`src/rtl/uart_prog_loader.sv`:
```
// uart_prog_loader: framed byte-stream loader that assembles words into program RAM.
// Optional trailing XOR checksum byte is enabled by defining UART_LOADER_CHECKSUM_EN.
module uart_prog_loader #(
    parameter int DATA_WIDTH  = 32,
    parameter int ADDR_W      = 10,
    parameter int BASE_ADDR   = 0,
    parameter bit BIG_ENDIAN  = 1'b0,
    parameter int TIMEOUT_CYC = 1_000_000
) (
    input  logic                  clk,
    input  logic                  rst,
    input  logic                  rx_valid,
    input  logic [7:0]            rx_byte,
    output logic                  mem_we,
    output logic [ADDR_W-1:0]     mem_addr,
    output logic [DATA_WIDTH-1:0] mem_wdata,
    output logic                  prog_rdy,
    output logic                  err,
    output logic [1:0]            err_code,
    output logic [2:0]            state,
    output logic [ADDR_W:0]       word_cnt
);
    localparam int BPW = DATA_WIDTH / 8;
    localparam int BW  = $clog2(BPW + 1);
    localparam logic [7:0] SYNC = 8'hA5;
    localparam logic [ADDR_W:0] WC_ONE = 1;
    localparam logic [BW-1:0] BI_ONE = 1;
    localparam logic [BW-1:0] BI_LAST = BW'(BPW - 1);

    typedef enum logic [2:0] {
        S_IDLE   = 3'd0,
        S_LEN_LO = 3'd1,
        S_LEN_HI = 3'd2,
        S_DATA   = 3'd3,
        S_CSUM   = 3'd4,
        S_DONE   = 3'd5,
        S_ERROR  = 3'd6
    } state_t;

`ifdef UART_LOADER_CHECKSUM_EN
    localparam bit CSUM_EN = 1'b1;
`else
    localparam bit CSUM_EN = 1'b0;
`endif
    localparam state_t S_END = CSUM_EN ? S_CSUM : S_DONE;

    state_t                st;
    logic [15:0]           len;
    logic [BW-1:0]         byte_idx;
    logic [DATA_WIDTH-1:0] word_buf;
    logic [DATA_WIDTH-1:0] word_nxt;
    logic [31:0]           tmr;
    logic                  last_byte;
    logic                  last_word;
    logic                  active;
    logic                  timed_out;
    logic [15:0]           len_full;
`ifdef UART_LOADER_CHECKSUM_EN
    logic [7:0]            csum;
`endif

    assign state     = st;
    assign last_byte = (byte_idx == BI_LAST);
    assign last_word = (32'(word_cnt) + 32'd1) == 32'(len);
    assign active    = (st == S_LEN_LO) || (st == S_LEN_HI) ||
                       (st == S_DATA) || (st == S_CSUM);
    assign timed_out = (TIMEOUT_CYC != 0) &&
                       (tmr == 32'(TIMEOUT_CYC - 1));
    assign len_full  = {rx_byte, len[7:0]};

    // Merge the incoming byte into the partially assembled word
    always_comb begin
        if (BIG_ENDIAN)
            word_nxt = (word_buf << 8) | DATA_WIDTH'(rx_byte);
        else
            word_nxt = (word_buf >> 8) |
                       (DATA_WIDTH'(rx_byte) << (DATA_WIDTH - 8));
    end

    // Frame parser FSM with registered RAM write and status outputs
    always_ff @(posedge clk) begin
        if (rst) begin
            st        <= S_IDLE;
            len       <= '0;
            byte_idx  <= '0;
            word_buf  <= '0;
            tmr       <= '0;
            mem_we    <= 1'b0;
            mem_addr  <= '0;
            mem_wdata <= '0;
            prog_rdy  <= 1'b0;
            err       <= 1'b0;
            err_code  <= 2'd0;
            word_cnt  <= '0;
`ifdef UART_LOADER_CHECKSUM_EN
            csum      <= 8'd0;
`endif
        end else begin
            mem_we <= 1'b0;
            if (active && !rx_valid)
                tmr <= tmr + 32'd1;
            else
                tmr <= '0;

            if (rx_valid) begin
                case (st)
                    S_IDLE, S_DONE, S_ERROR: begin
                        if (rx_byte == SYNC) begin
                            st       <= S_LEN_LO;
                            len      <= '0;
                            byte_idx <= '0;
                            word_buf <= '0;
                            prog_rdy <= 1'b0;
                            err      <= 1'b0;
                            err_code <= 2'd0;
                            word_cnt <= '0;
`ifdef UART_LOADER_CHECKSUM_EN
                            csum     <= 8'd0;
`endif
                        end
                    end
                    S_LEN_LO: begin
                        len[7:0] <= rx_byte;
                        st       <= S_LEN_HI;
                    end
                    S_LEN_HI: begin
                        len[15:8] <= rx_byte;
                        if (32'(len_full) > (32'd1 << ADDR_W)) begin
                            st       <= S_ERROR;
                            err      <= 1'b1;
                            err_code <= 2'd2;
                        end else if (len_full == 16'd0) begin
                            st       <= S_END;
                            prog_rdy <= !CSUM_EN;
                        end else begin
                            st <= S_DATA;
                        end
                    end
                    S_DATA: begin
                        word_buf <= word_nxt;
`ifdef UART_LOADER_CHECKSUM_EN
                        csum     <= csum ^ rx_byte;
`endif
                        if (last_byte) begin
                            byte_idx  <= '0;
                            mem_we    <= 1'b1;
                            mem_addr  <= ADDR_W'(BASE_ADDR) +
                                         word_cnt[ADDR_W-1:0];
                            mem_wdata <= word_nxt;
                            word_cnt  <= word_cnt + WC_ONE;
                            if (last_word) begin
                                st       <= S_END;
                                prog_rdy <= !CSUM_EN;
                            end
                        end else begin
                            byte_idx <= byte_idx + BI_ONE;
                        end
                    end
`ifdef UART_LOADER_CHECKSUM_EN
                    S_CSUM: begin
                        if (rx_byte == csum) begin
                            st       <= S_DONE;
                            prog_rdy <= 1'b1;
                        end else begin
                            st       <= S_ERROR;
                            err      <= 1'b1;
                            err_code <= 2'd3;
                        end
                    end
`endif
                    default: ;
                endcase
            end else if (active && timed_out) begin
                st       <= S_ERROR;
                err      <= 1'b1;
                err_code <= 2'd1;
            end
        end
    end

endmodule

```
`config.mk`:
```
export PLATFORM = sky130hd
export DESIGN_NAME = uart_prog_loader
export DESIGN_NICKNAME = d
export VERILOG_FILES = /design/src/rtl/uart_prog_loader.sv
export SDC_FILE = /design/constraint.sdc
export NUM_CORES = 1
export LEC_CHECK = 0
export ABC_AREA = 0
export BUFFER_PORTS_ARGS = -buffer_cell sky130_fd_sc_hd__buf_2
export CAP_MARGIN = 10
export CORE_ASPECT_RATIO = 0.8
export CORE_UTILIZATION = 40
export CTS_CLUSTER_DIAMETER = 40
export DETAILED_ROUTE_END_ITERATION = 12
export PLACE_DENSITY = 0.66
export RECOVER_POWER = 100
export SLEW_MARGIN = 20
export SYNTH_ARGS = -nofsm -noshare
export SYNTH_HDL_FRONTEND = slang
export SYNTH_SLANG_ARGS = --single-unit
```
`constraint.sdc`:
```
create_clock -name clk -period 2.8 [get_ports clk]
set_clock_uncertainty 0.1 [all_clocks]
set_input_delay 0 -clock clk [delete_from_list [all_inputs] [get_ports clk]]
set_output_delay 0 -clock clk [all_outputs]
set_load 0.005 [all_outputs]
```
==> summary.md, run 1 <==
| Metric | Value |
|---|---|
| Status | finished clean |
| Largest net degree at the start of global routing | 55 |
| Setup CP Type | flip-flop to flip-flop |
| Tmin final | 2.62 ns |
| Worst Tran Pin Value | 1.03 ns |
| Fin Setup TNS | 0 ns |
| DR iter-0 viols | 360 |
| Commonest non-fill, non-tap cells in the layout | dfxtp_1 (134), nand2_1 (125), nor2_1 (86) |
| Arr. time, crit path | 2.82 ns |
| Worst path required time | 3.01 ns |
| Number of primary I/O pins | 72 |
| First-pass GRT wire length | 23.4 mm |
| Hold Crit Depth | 4 |
| Warnings, synthesis | 0 |
| Max-cap violations | 0 |
| Worst slew margin | 31.5% |
| PD cells | 752 mW/mm^2 |
| Vias | 5249 |
| Die footprint | 0.0151 mm^2 |
| Max rail drop VDD | 0.522 mV |
| Final net count | 812 |
| Final slew viol count | 0 |
| Fin crit share | 93.4% |
| Crit path depth | 6 |
| Number of synthesized flops with an enable pin | 0 |
| Design Power | 5.28 mW |
| Clock buffer depth | 2 |
| ANT cells | 0 |
| Initial core utilization | 41.0% |
| Clk Tree Root Cell | clkbuf_16 |
| HP Class | input port to flip-flop |
| Worst skew pair latency | 0.42 ns |
| Initial antenna violation count | 0 |
| Vias in the first global route | 4551 |
| Post-synthesis cell area | 0.00586 mm^2 |
| Postcts setup bufs | 0 |
| Share of flip-flops with an asynchronous set or reset | 0% |
| Leading cell type in the layout, fill and taps excluded | dfxtp_1 |
| Worst Setup Start Kind | flip-flop |
| CTS tree | built |
| Num CTS Buffers | 17 |
| Main synth FF type | dfxtp_1 |
| Register area share after synthesis | 46.5% |
| CP max-delay cell | or3_2 |
| Worst setup EP type | flip-flop |
| Max incr delay on CP | 0.69 ns |
| Top cell by count, worst path | a21oi_1 |
| Count of different cell masters after synthesis | 51 |
| Unrepaired setup endpoints after global routing | no |
| Routability cong. | 0.928 |
| Worst path bufs/invs | 1 |
| Non-filler instance count after layout | 995 |
| Mean post-synth cell area | 8.07 um^2 |
| Clock-pin transition on the worst setup and hold timing paths | 0.06 ns |
| Core footprint | 0.0143 mm^2 |
| GRT Total Usage | 20.1% |
| FILL cells | 1403 |
| TritonCTS Sinks | 136 |
| Endpoints failing setup | 0 |
| R2r worst-path depth | 6 |
| Fmax | 0.382 GHz |
| Drt total wl | 14.4 mm |
| Die W | 137 um |
| Via-to-Cell Ratio | 5.28 |
| IO buf count | 71 |
| H-tree depth | 4 |
| Placed Cells | 952 |
| DP Worst Slack | 0.491 ns |
| DR WL/cell | 14.5 um |
| Yosys reg bits | 136 |
| Critical Path Fanout Max | 18 |
| Post-synthesis cell count | 726 |
| Layout cell share with drive strength beyond 1 | 10.7% |
| Static Leakage | 2.41 nW |
| DRT Pass-1 Iters | 7 |
| Delay-heaviest family, CP | simple AND/OR/NAND/NOR gates |
| DRC Markers | 0 |
| Fin Hold WS | 0.101 ns |
| Routed Antenna Nets | 0 |
| Die Ht | 110 um |
| Syn nets | 740 |
| Total gr overflow | 0 |
| Cells along the critical path | xor2_1 -> a21oi_1 -> or3_2 -> nand3_1 -> a21oi_1 -> dlygate4sd3_1 |
| P&R area growth vs syn | 19.9% |
| Final Hold Viols | 0 |
| Cell row count | 39 |
| Setup ws final | 0.184 ns |
| DP Wirelength | 9.54 mm |
[cell families (layout without fill, tap and decap cells)]
logic type / count (synthesis) / after routing / synth area share [%]
XOR/XNOR: 46 / 46 / 6.88
flip-flops: 136 / 136 / 46.5
buffers and inverters: 59 / 144 / 4.01
AND/OR/NAND/NOR: 333 / 333 / 26.4
adder cells (fa/ha/maj): 3 / 3 / 0.641
AO/OA/AOI/OAI: 149 / 149 / 15.6
[layer usage]
| layer | GRT usage (%) | vias up | wire, um |
|---|---|---|---|
| met1 | 30.0 | 2426 | 7400 |
| met3 | 5.90 | 18 | 884 |
| met5 | 0 | - | 0 |
| met4 | 6.99 | 0 | 204 |
| li1 | - | 2659 | - |
| met2 | 26.9 | 146 | 5910 |
[Yosys cell counts, types with 2 or more instances]
cell,n,area (um^2)
a211oi_1,4,30.0
a21oi_1,80,400
a22oi_1,27,203
a311oi_1,2,17.5
a31oi_1,4,25.0
and2_1,3,18.8
and3_1,9,56.3
and4_1,5,43.8
buf_1,2,7.51
buf_2,8,40.0
clkbuf_1,36,135
dfxtp_1,136,2720
ha_1,3,37.5
inv_1,11,41.3
nand2_1,125,469
nand2b_1,3,18.8
nand3_1,34,170
nand3b_1,6,45.0
nand4_1,13,81.3
nor2_1,86,323
nor2b_1,3,18.8
nor3_1,14,70.1
nor3b_1,3,22.5
nor4_1,7,43.8
o2111ai_1,2,17.5
o21a_1,2,15.0
o21ai_0,17,85.1
or2_2,2,12.5
or3_1,7,43.8
or4_1,7,52.6
xnor2_1,21,184
xor2_1,25,219
[sequential cells by signal (all words and copies together), names as in the netlist]
name       cells
prog_rdy       1
state          3
err_code       2
mem_we         1
mem_wdata     32
word_buf      24
len           16
tmr           32
byte_idx       3
mem_addr      10
err            1
word_cnt      11
[power breakdown]
| part | internal (mW) | leakage (nW) | switching (mW) |
|---|---|---|---|
| sequential | 2.01 | 1.10 | 0.108 |
| clock | 1.43 | 0.293 | 0.882 |
| combinational | 0.291 | 1.02 | 0.560 |
[stage by stage]
stage	instance area (um^2)	util, %
floorplan	5860	-
global placement	6400	44.7
detailed placement	6400	44.7
CTS	7120	49.8
global route	7020	49.1
finish	7020	49.1
[worst min-delay path: stages]
cell and delay [ns]:
buf_2 0.14, and3_1 0.28, nand2_1 0.10, a21oi_1 0.05
[path summary, 6_finish.rpt]
kind,from,end,slack [ns]
worst max-delay path,state[0]$_SDFFE_PP0P_,len[7]$_SDFFE_PP0P_,0.18
worst min register to register,mem_wdata[11]$_SDFFE_PP0P_,mem_wdata[11]$_SDFFE_PP0P_,0.35
worst min-delay path,rx_valid,len[1]$_SDFFE_PP0P_,0.10
worst max register to register,state[0]$_SDFFE_PP0P_,len[7]$_SDFFE_PP0P_,0.18
[final cells by class]
class	count	area, um^2	area share [%]
Multi-Input combinational cell	531	2890	41.2
Clock buffer	18	439	6.25
Clock inverter	14	171	2.44
Inverter	12	45.0	0.641
Sequential cell	136	2730	38.8
Timing Repair Buffer	100	522	7.43
Tap cell	184	230	3.28
[repair_timing]
action / in CTS / in global routing
gates resized for setup: 0 / 3
endpoints found under the hold margin: 56 / 0
endpoints found under the setup margin: 0 / 2
hold buffers: 11 / 0
No activity file was read; power rests on OpenSTA's default activity.
==> run 2: changes to the inputs <==
--- a/config.mk
+++ b/config.mk
@@ -5,14 +5,14 @@
 export SDC_FILE = /design/constraint.sdc
 export NUM_CORES = 1
 export LEC_CHECK = 0
-export ABC_AREA = 0
+export ABC_AREA = 1
 export BUFFER_PORTS_ARGS = -buffer_cell sky130_fd_sc_hd__buf_2
 export CAP_MARGIN = 10
 export CORE_ASPECT_RATIO = 0.8
 export CORE_UTILIZATION = 40
 export CTS_CLUSTER_DIAMETER = 40
 export DETAILED_ROUTE_END_ITERATION = 12
-export PLACE_DENSITY = 0.66
+export PLACE_DENSITY = 0.65
 export RECOVER_POWER = 100
 export SLEW_MARGIN = 20
 export SYNTH_ARGS = -nofsm -noshare
==> constraint.sdc (replaced) <==
create_clock -name clk -period 3.2 [get_ports clk]
set_clock_uncertainty 0.1 [all_clocks]
set_input_delay 0 -clock clk [delete_from_list [all_inputs] [get_ports clk]]
set_output_delay 0 -clock clk [all_outputs]
set_load 0.005 [all_outputs]
==> summary.md, run 2 <==
| Metric | Value |
|---|---|
| Status | finished clean |
| Arr. time, crit path | 2.82 ns (about the same) |
| Design Power | 4.51 mW (-15%) |
| Worst slew margin | 53.4% (+22 points) |
| Top sig layer | met4 |
| Post-Synth XOR/XNOR Area | 0.838% (-6.0 points) |
| Share of flip-flops with an asynchronous set or reset | 0% (unchanged) |
| Hold-fix buffers at CTS | 9 (-2) |
| WL met1 | 8.06 mm (+8.9%) |
| Syn nets | 845 (+14%) |
| DRT Pass-1 Iters | 5 (-2) |
| Post-synthesis cell count | 831 (+14%) |
| Number of synthesized flops with an enable pin | 0 (unchanged) |
| Main synth FF type | dfxtp_1 |
| R2R Setup Slk | 0.58 ns (+0.40 ns) |
| Post-synthesis compound-gate area fraction | 15.0% (-0.62 points) |
| Fmax | 0.382 GHz (about the same) |
| Post-synth top cells | nand2_1 (139), dfxtp_1 (136), nor2_1 (116) |
| Endpoints failing setup | 0 (unchanged) |
| Met3 WL | 632 um (-29%) |
| Worst setup EP type | flip-flop |
| Postcts setup bufs | 0 (unchanged) |
| Max rail drop VDD | 0.445 mV (-15%) |
| Clock-pin transition on the worst setup and hold timing paths | 0.06 ns (about the same) |
| Synth area leaders | dfxtp_1 (43%), nand2_1 (8.3%), nor2_1 (6.9%) |
| CTS tree | built |
| Leading cell type in the layout, fill and taps excluded | nand2_1 |
| Mean post-synth cell area | 7.54 um^2 (-6.5%) |
| Die footprint | 0.0162 mm^2 (+6.9%) |
| Post-synthesis cell area | 0.00627 mm^2 (+7.0%) |
| Via-to-Cell Ratio | 4.99 (-5.4%) |
| H-tree depth | 4 (unchanged) |
| Total gr overflow | 0 (unchanged) |
| Vias in the first global route | 4952 (+8.8%) |
| Number of primary I/O pins | 72 (unchanged) |
| Initial antenna violation count | 0 (unchanged) |
| Clock buffer depth | 2 (unchanged) |
| DRC Markers | 0 (unchanged) |
| Fin Setup TNS | 0 ns (unchanged) |
| Warnings, synthesis | 0 (unchanged) |
| Worst Tran Pin Value | 0.697 ns (-0.329 ns) |
| Register area share after synthesis | 43.4% (-3.0 points) |
| P&R area growth vs syn | 15.7% |
| Critical Path Fanout Max | 35 (+17) |
| Post-synthesis simple-gate area fraction | 31.5% (+5.1 points) |
| Num CTS Buffers | 17 (unchanged) |
| Cell row count | 40 (+2.6%) |
| Post-CTS sizing | 0 (unchanged) |
| Yosys reg bits | 136 (unchanged) |
| Adder-cell share of the synthesized area | 0.599% (-0.042 points) |
| DR iter-0 viols | 343 (-4.7%) |
| Drt total wl | 15.4 mm (+6.9%) |
| Die W | 142 um (+3.4%) |
| First-pass GRT wire length | 25.0 mm (+6.8%) |
| Final Util | 47.8% (-1.3 points) |
| Met2 wire length | 6.43 mm (+8.8%) |
| PD cells | 622 mW/mm^2 (-17%) |
| Vias | 5636 (+7.4%) |
| Final net count | 920 (+13%) |
| Most instantiated library cell after synthesis | nand2_1 |
| IO buf count | 71 (unchanged) |
| Routed Antenna Nets | 0 (unchanged) |
| Fin crit share | 81.7% (-12 points) |
| Worst Setup Start Kind | flip-flop |
| Top Registers | mem_wdata x32, tmr x32, word_buf x24 |
| TritonCTS Sinks | 136 (unchanged) |
| Tmin final | 2.62 ns (+0.0000880 ns) |
| Clk Tree Root Cell | clkbuf_16 |
| Top cell type's share of synthesized area | 43.4% (-3.0 points) |
| Setup CP Type | flip-flop to flip-flop |
| ANT cells | 0 (unchanged) |
| Routability cong. | 0.841 (-9.4%) |
| Initial core utilization | 41.3% (+0.35 points) |
| DR WL/cell | 13.6 um (-5.8%) |
| Dominant cell type by area after synthesis | dfxtp_1 |
| Largest net degree at the start of global routing | 58 (+5.5%) |
| Unrepaired setup endpoints after global routing | no |
| Core footprint | 0.0152 mm^2 (+6.1%) |
| HP Class | input port to flip-flop |
| Static Leakage | 2.84 nW (+18%) |
| Worst skew pair latency | 0.42 ns (about the same) |
| GRT Total Usage | 19.7% (-0.47 points) |
| Main combinational cell family by area after synthesis | simple AND/OR/NAND/NOR gates |
| Die Ht | 114 um (+3.4%) |
| Commonest non-fill, non-tap cells in the layout | nand2_1 (144), dfxtp_1 (136), nor2_1 (120) |
| Count of different cell masters after synthesis | 45 (-12%) |
| Layout cell share with drive strength beyond 1 | 13.7% (+3.0 points) |
| Max-cap violations | 0 (unchanged) |
| Worst path required time | 3.40 ns (+0.39 ns) |
| Final slew viol count | 0 (unchanged) |
| DP Wirelength | 10.7 mm (+12%) |
| Multiplexer share of the synthesized area | 0% (unchanged) |
| Final Hold Viols | 0 (unchanged) |
run 2: report_power, final:
group / internal [mW] / switching [mW] / total (mW)
registers: 1.76 / 0.0609 / 1.82
clock network: 1.03 / 0.805 / 1.84
logic: 0.232 / 0.622 / 0.854
run 2: logic make-up after synthesis:
family / after synthesis
AOI/OAI and AO/OA: 154
DFF: 136
buffers and inverters: 124
adders and majority gates: 3
and+or+nand+nor: 408
xor gates and xnor gates: 6
run 2: worst paths after layout:
kind	from	depth (start not counted)	to
setup / recovery	state[1]$_SDFFE_PP0P_	13	mem_wdata[28]$_SDFFE_PP0P_
hold / removal	rst	5	state[2]$_SDFFE_PP0P_
setup reg to reg	state[1]$_SDFFE_PP0P_	13	mem_wdata[28]$_SDFFE_PP0P_
hold reg to reg	tmr[0]$_SDFF_PP0_	1	tmr[0]$_SDFF_PP0_
run 2: layout make-up:
cell class,count,area [um^2]
Clock buffer,19,443
Fill cell,1547,7910
Clock inverter,13,111
Tap cell,210,263
Sequential cell,136,2720
Multi-Input combinational cell,571,2920
Inverter,95,357
Timing Repair Buffer,85,442
run 2: through the flow:
stage / cell area [um^2] / hold slack, ns / instances / setup WS [ns]
finish: 7250 / 0.119 / 1129 / 0.584
global route: 7250 / 0.141 / 1129 / 0.355
CTS: 7380 / 0.128 / 1129 / 0.919
detailed placement: 6740 / 0.201 / 1088 / 0.943
global placement: 6740 / 0.198 / 1088 / 0.969
floorplan: 6270 / -0.0106 / 831 / 1.20
run 2: worst max-delay path: stages, from the launching register on:
cell	delay, ns
dfxtp_1	0.39
inv_1	0.11
nand2_1	0.13
nor2_1	0.08
nor2_1	0.15
nand2_1	0.09
nor2_1	0.34
nor2_8	0.05
o21ai_2	0.13
nor2_4	0.05
inv_2	0.51
nor2_8	0.09
inv_2	0.15
o21ai_0	0.10
run 2: layer usage:
metal,track usage [%],up-vias
met5,0,-
met4,7.31,0
met3,4.32,28
met2,28.2,126
met1,28.6,2567
li1,-,2915
==> run 3: changes to the inputs <==
==> constraint.sdc (replaced) <==
create_clock -name clk -period 2.6 [get_ports clk]
set_clock_uncertainty 0.1 [all_clocks]
set_input_delay 0 -clock clk [delete_from_list [all_inputs] [get_ports clk]]
set_output_delay 0 -clock clk [all_outputs]
set_load 0.005 [all_outputs]
==> summary.md, run 3 (same netlist as run 2, synthesis figures left out) <==
| Metric | Value |
|---|---|
| Status | finished clean |
| Max rail drop VDD | 0.546 mV (+23%) |
| Die W | 142 um (unchanged) |
| Worst path bufs/invs | 0 (-3) |
| Total gr overflow | 0 (unchanged) |
| Worst Setup Start Kind | flip-flop |
| Clock power frac | 43.4% (+2.7 points) |
| Worst path required time | 2.76 ns (-0.64 ns) |
| Die footprint | 0.0162 mm^2 (unchanged) |
| Vias in the first global route | 5053 (+2.0%) |
| DR WL/cell | 13.6 um (about the same) |
| Worst setup EP type | flip-flop |
| H-tree depth | 4 (unchanged) |
| Setup CP Type | flip-flop to flip-flop |
| Worst skew pair latency | 0.42 ns (about the same) |
| DP Wirelength | 10.8 mm (+1.2%) |
| CTS tree | built |
| Routability cong. | 0.827 (-1.7%) |
| Unrepaired setup endpoints after global routing | no |
| Cell row count | 40 (unchanged) |
| TritonCTS Sinks | 136 (unchanged) |
| Clock-pin transition on the worst setup and hold timing paths | 0.06 ns (about the same) |
| DR iter-0 viols | 406 (+18%) |
| Die Ht | 114 um (unchanged) |
| Layout cell share with drive strength beyond 1 | 14.3% (+0.61 points) |
| CP max-delay cell | dfxtp_1 |
| Largest net degree at the start of global routing | 58 (unchanged) |
| Max-cap violations | 0 (unchanged) |
| Final net count | 923 (+0.33%) |
| Endpoints failing setup | 0 (unchanged) |
| DRT Pass-1 Iters | 5 (unchanged) |
| NetSw | 1.86 mW (+25%) |
| Worst Tran Pin Value | 0.691 ns (-0.00679 ns) |
| Arr. time, crit path | 2.50 ns (-0.32 ns) |
| Leading cell type in the layout, fill and taps excluded | nand2_1 |
| Initial antenna violation count | 0 (unchanged) |
| Clock buffer depth | 2 (unchanged) |
| Via-to-Cell Ratio | 4.97 (-0.37%) |
| Drt total wl | 15.4 mm (+0.22%) |
| Initial core utilization | 41.3% (unchanged) |
| Delay-heaviest family, CP | simple AND/OR/NAND/NOR gates |
| Fin crit share | 89.9% (+8.2 points) |
| Top Registers | mem_wdata x32, tmr x32, word_buf x24 |
| Core footprint | 0.0152 mm^2 (unchanged) |
| FILL cells | 1541 (-0.39%) |
| Num CTS Buffers | 17 (unchanged) |
| HP Class | input port to flip-flop |
| Final Hold Viols | 0 (unchanged) |
| IO buf count | 71 (unchanged) |
| P&R area growth vs syn | 17.6% |
| Static Leakage | 2.90 nW (+2.2%) |
| Number of primary I/O pins | 72 (unchanged) |
| Commonest non-fill, non-tap cells in the layout | nand2_1 (143), dfxtp_1 (136), nor2_1 (119) |
| Combinational power share | 18.6% (-0.3 points) |
| Final slew viol count | 0 (unchanged) |
| Sequential power share | 38.0% (-2.4 points) |
| Critical Path Fanout Max | 8 (-77%) |
| Switching part of the total | 31.6% (-1.4 points) |
| Max incr delay on CP | 0.50 ns (about the same) |
| Vias | 5630 (-0.11%) |
| Fmax | 0.428 GHz (+12%) |
| DRC Markers | 0 (unchanged) |
| Clk Tree Root Cell | clkbuf_16 |
| Postcts setup bufs | 0 (unchanged) |
| Tmin final | 2.34 ns (-0.278 ns) |
| Worst slew margin | 54.0% (+0.52 points) |
| PD cells | 799 mW/mm^2 (+29%) |
| Routed Antenna Nets | 0 (unchanged) |
| Fin Setup TNS | 0 ns (unchanged) |
| First-pass GRT wire length | 25.3 mm (+0.85%) |
| P_int | 4.03 mW (+33%) |
| Cells along the critical path | ha_1 -> nand2_2 -> o21ai_0 -> and2_1 -> nor2_1 -> nor2_1 -> nand3_1 -> o21bai_2 -> nand2_2 -> nand3_1 -> a21oi_1 |
| ANT cells | 0 (unchanged) |
| GRT Total Usage | 19.8% (+0.12 points) |
| Fin Hold WS | 0.00132 ns (-0.118 ns) |
==> run 3: cell count changes in the layout (fill, tap and decap cells not counted), moves of 2 or more <==
cell / delta
nor2_4: +2
bufinv_16: +3
nor3_1: -2
clkinv_4: -2
==> run 3: what timing repair did <==
action                    CTS  global route
hold endpoints to repair   33             0
gates resized for setup     0             0
hold buffers                9             0
==> run 3: area by class of cell <==
class / instances / area, um^2 / area share [%]
well taps: 210 / 263 / 3.56
clock buffers: 18 / 439 / 5.96
flip-flops and latches: 136 / 2720 / 36.9
multi-input cells: 571 / 2950 / 40.0
repair buffers: 88 / 453 / 6.14
inverters: 95 / 359 / 4.87
clock inverters: 14 / 185 / 2.51
==> run 3: worst register-to-register path, stage by stage, from the launching register on <==
cell,delay (ns)
dfxtp_1,0.50
ha_1,0.27
nand2_2,0.14
o21ai_0,0.23
and2_1,0.20
nor2_1,0.05
nor2_1,0.11
nand3_1,0.12
o21bai_2,0.21
nand2_2,0.11
nand3_1,0.08
a21oi_1,0.07
==> run 3: power groups by stage <==
stage / clock network, mW / logic, mW / registers, mW
finish: 2.56 / 1.09 / 2.24
global route: 2.70 / 1.24 / 2.25
CTS: 2.60 / 1.15 / 2.24
detailed placement: 0 / 1.13 / 2.29
global placement: 0 / 1.13 / 2.28
floorplan: 0 / 0.871 / 2.27
==> run 3: metal layers <==
layer  global-route usage (%)  up-vias  part of all wire (%)  routed length, um
li1                         -     2914                     -                  -
met1                     28.4     2551                    51               7870
met2                     29.1      148                    42               6540
met3                     5.08       17                   5.4                841
met4                     5.59        0                   1.2                178
met5                        0        -                     0                  0
==> run 3: metrics by stage <==
stage | util (%) | instances | area, um^2 | setup WS [ns] | power, mW
3_3_place_gp | 44.6 | 1091 | 6760 | 0.278 | 3.41
2_1_floorplan | - | 831 | 6270 | 0.596 | 3.15
6_report | 48.6 | 1132 | 7370 | 0.263 | 5.89
3_5_place_dp | 44.6 | 1091 | 6760 | 0.290 | 3.42
4_1_cts | 49.3 | 1132 | 7480 | 0.265 | 5.99
5_1_grt | 48.6 | 1132 | 7370 | 0.0530 | 6.20
==> run 3: final timing paths <==
check	from	end	slack (ns)	depth (start not counted)
setup / recovery	word_cnt[1]$_SDFFE_PP0P_	state[0]$_SDFFE_PP0P_	0.26	11
hold / removal	rst	tmr[16]$_SDFF_PP0_	0.001	4
setup reg to reg	word_cnt[1]$_SDFFE_PP0P_	state[0]$_SDFFE_PP0P_	0.26	11
hold reg to reg	tmr[0]$_SDFF_PP0_	tmr[0]$_SDFF_PP0_	0.35	1
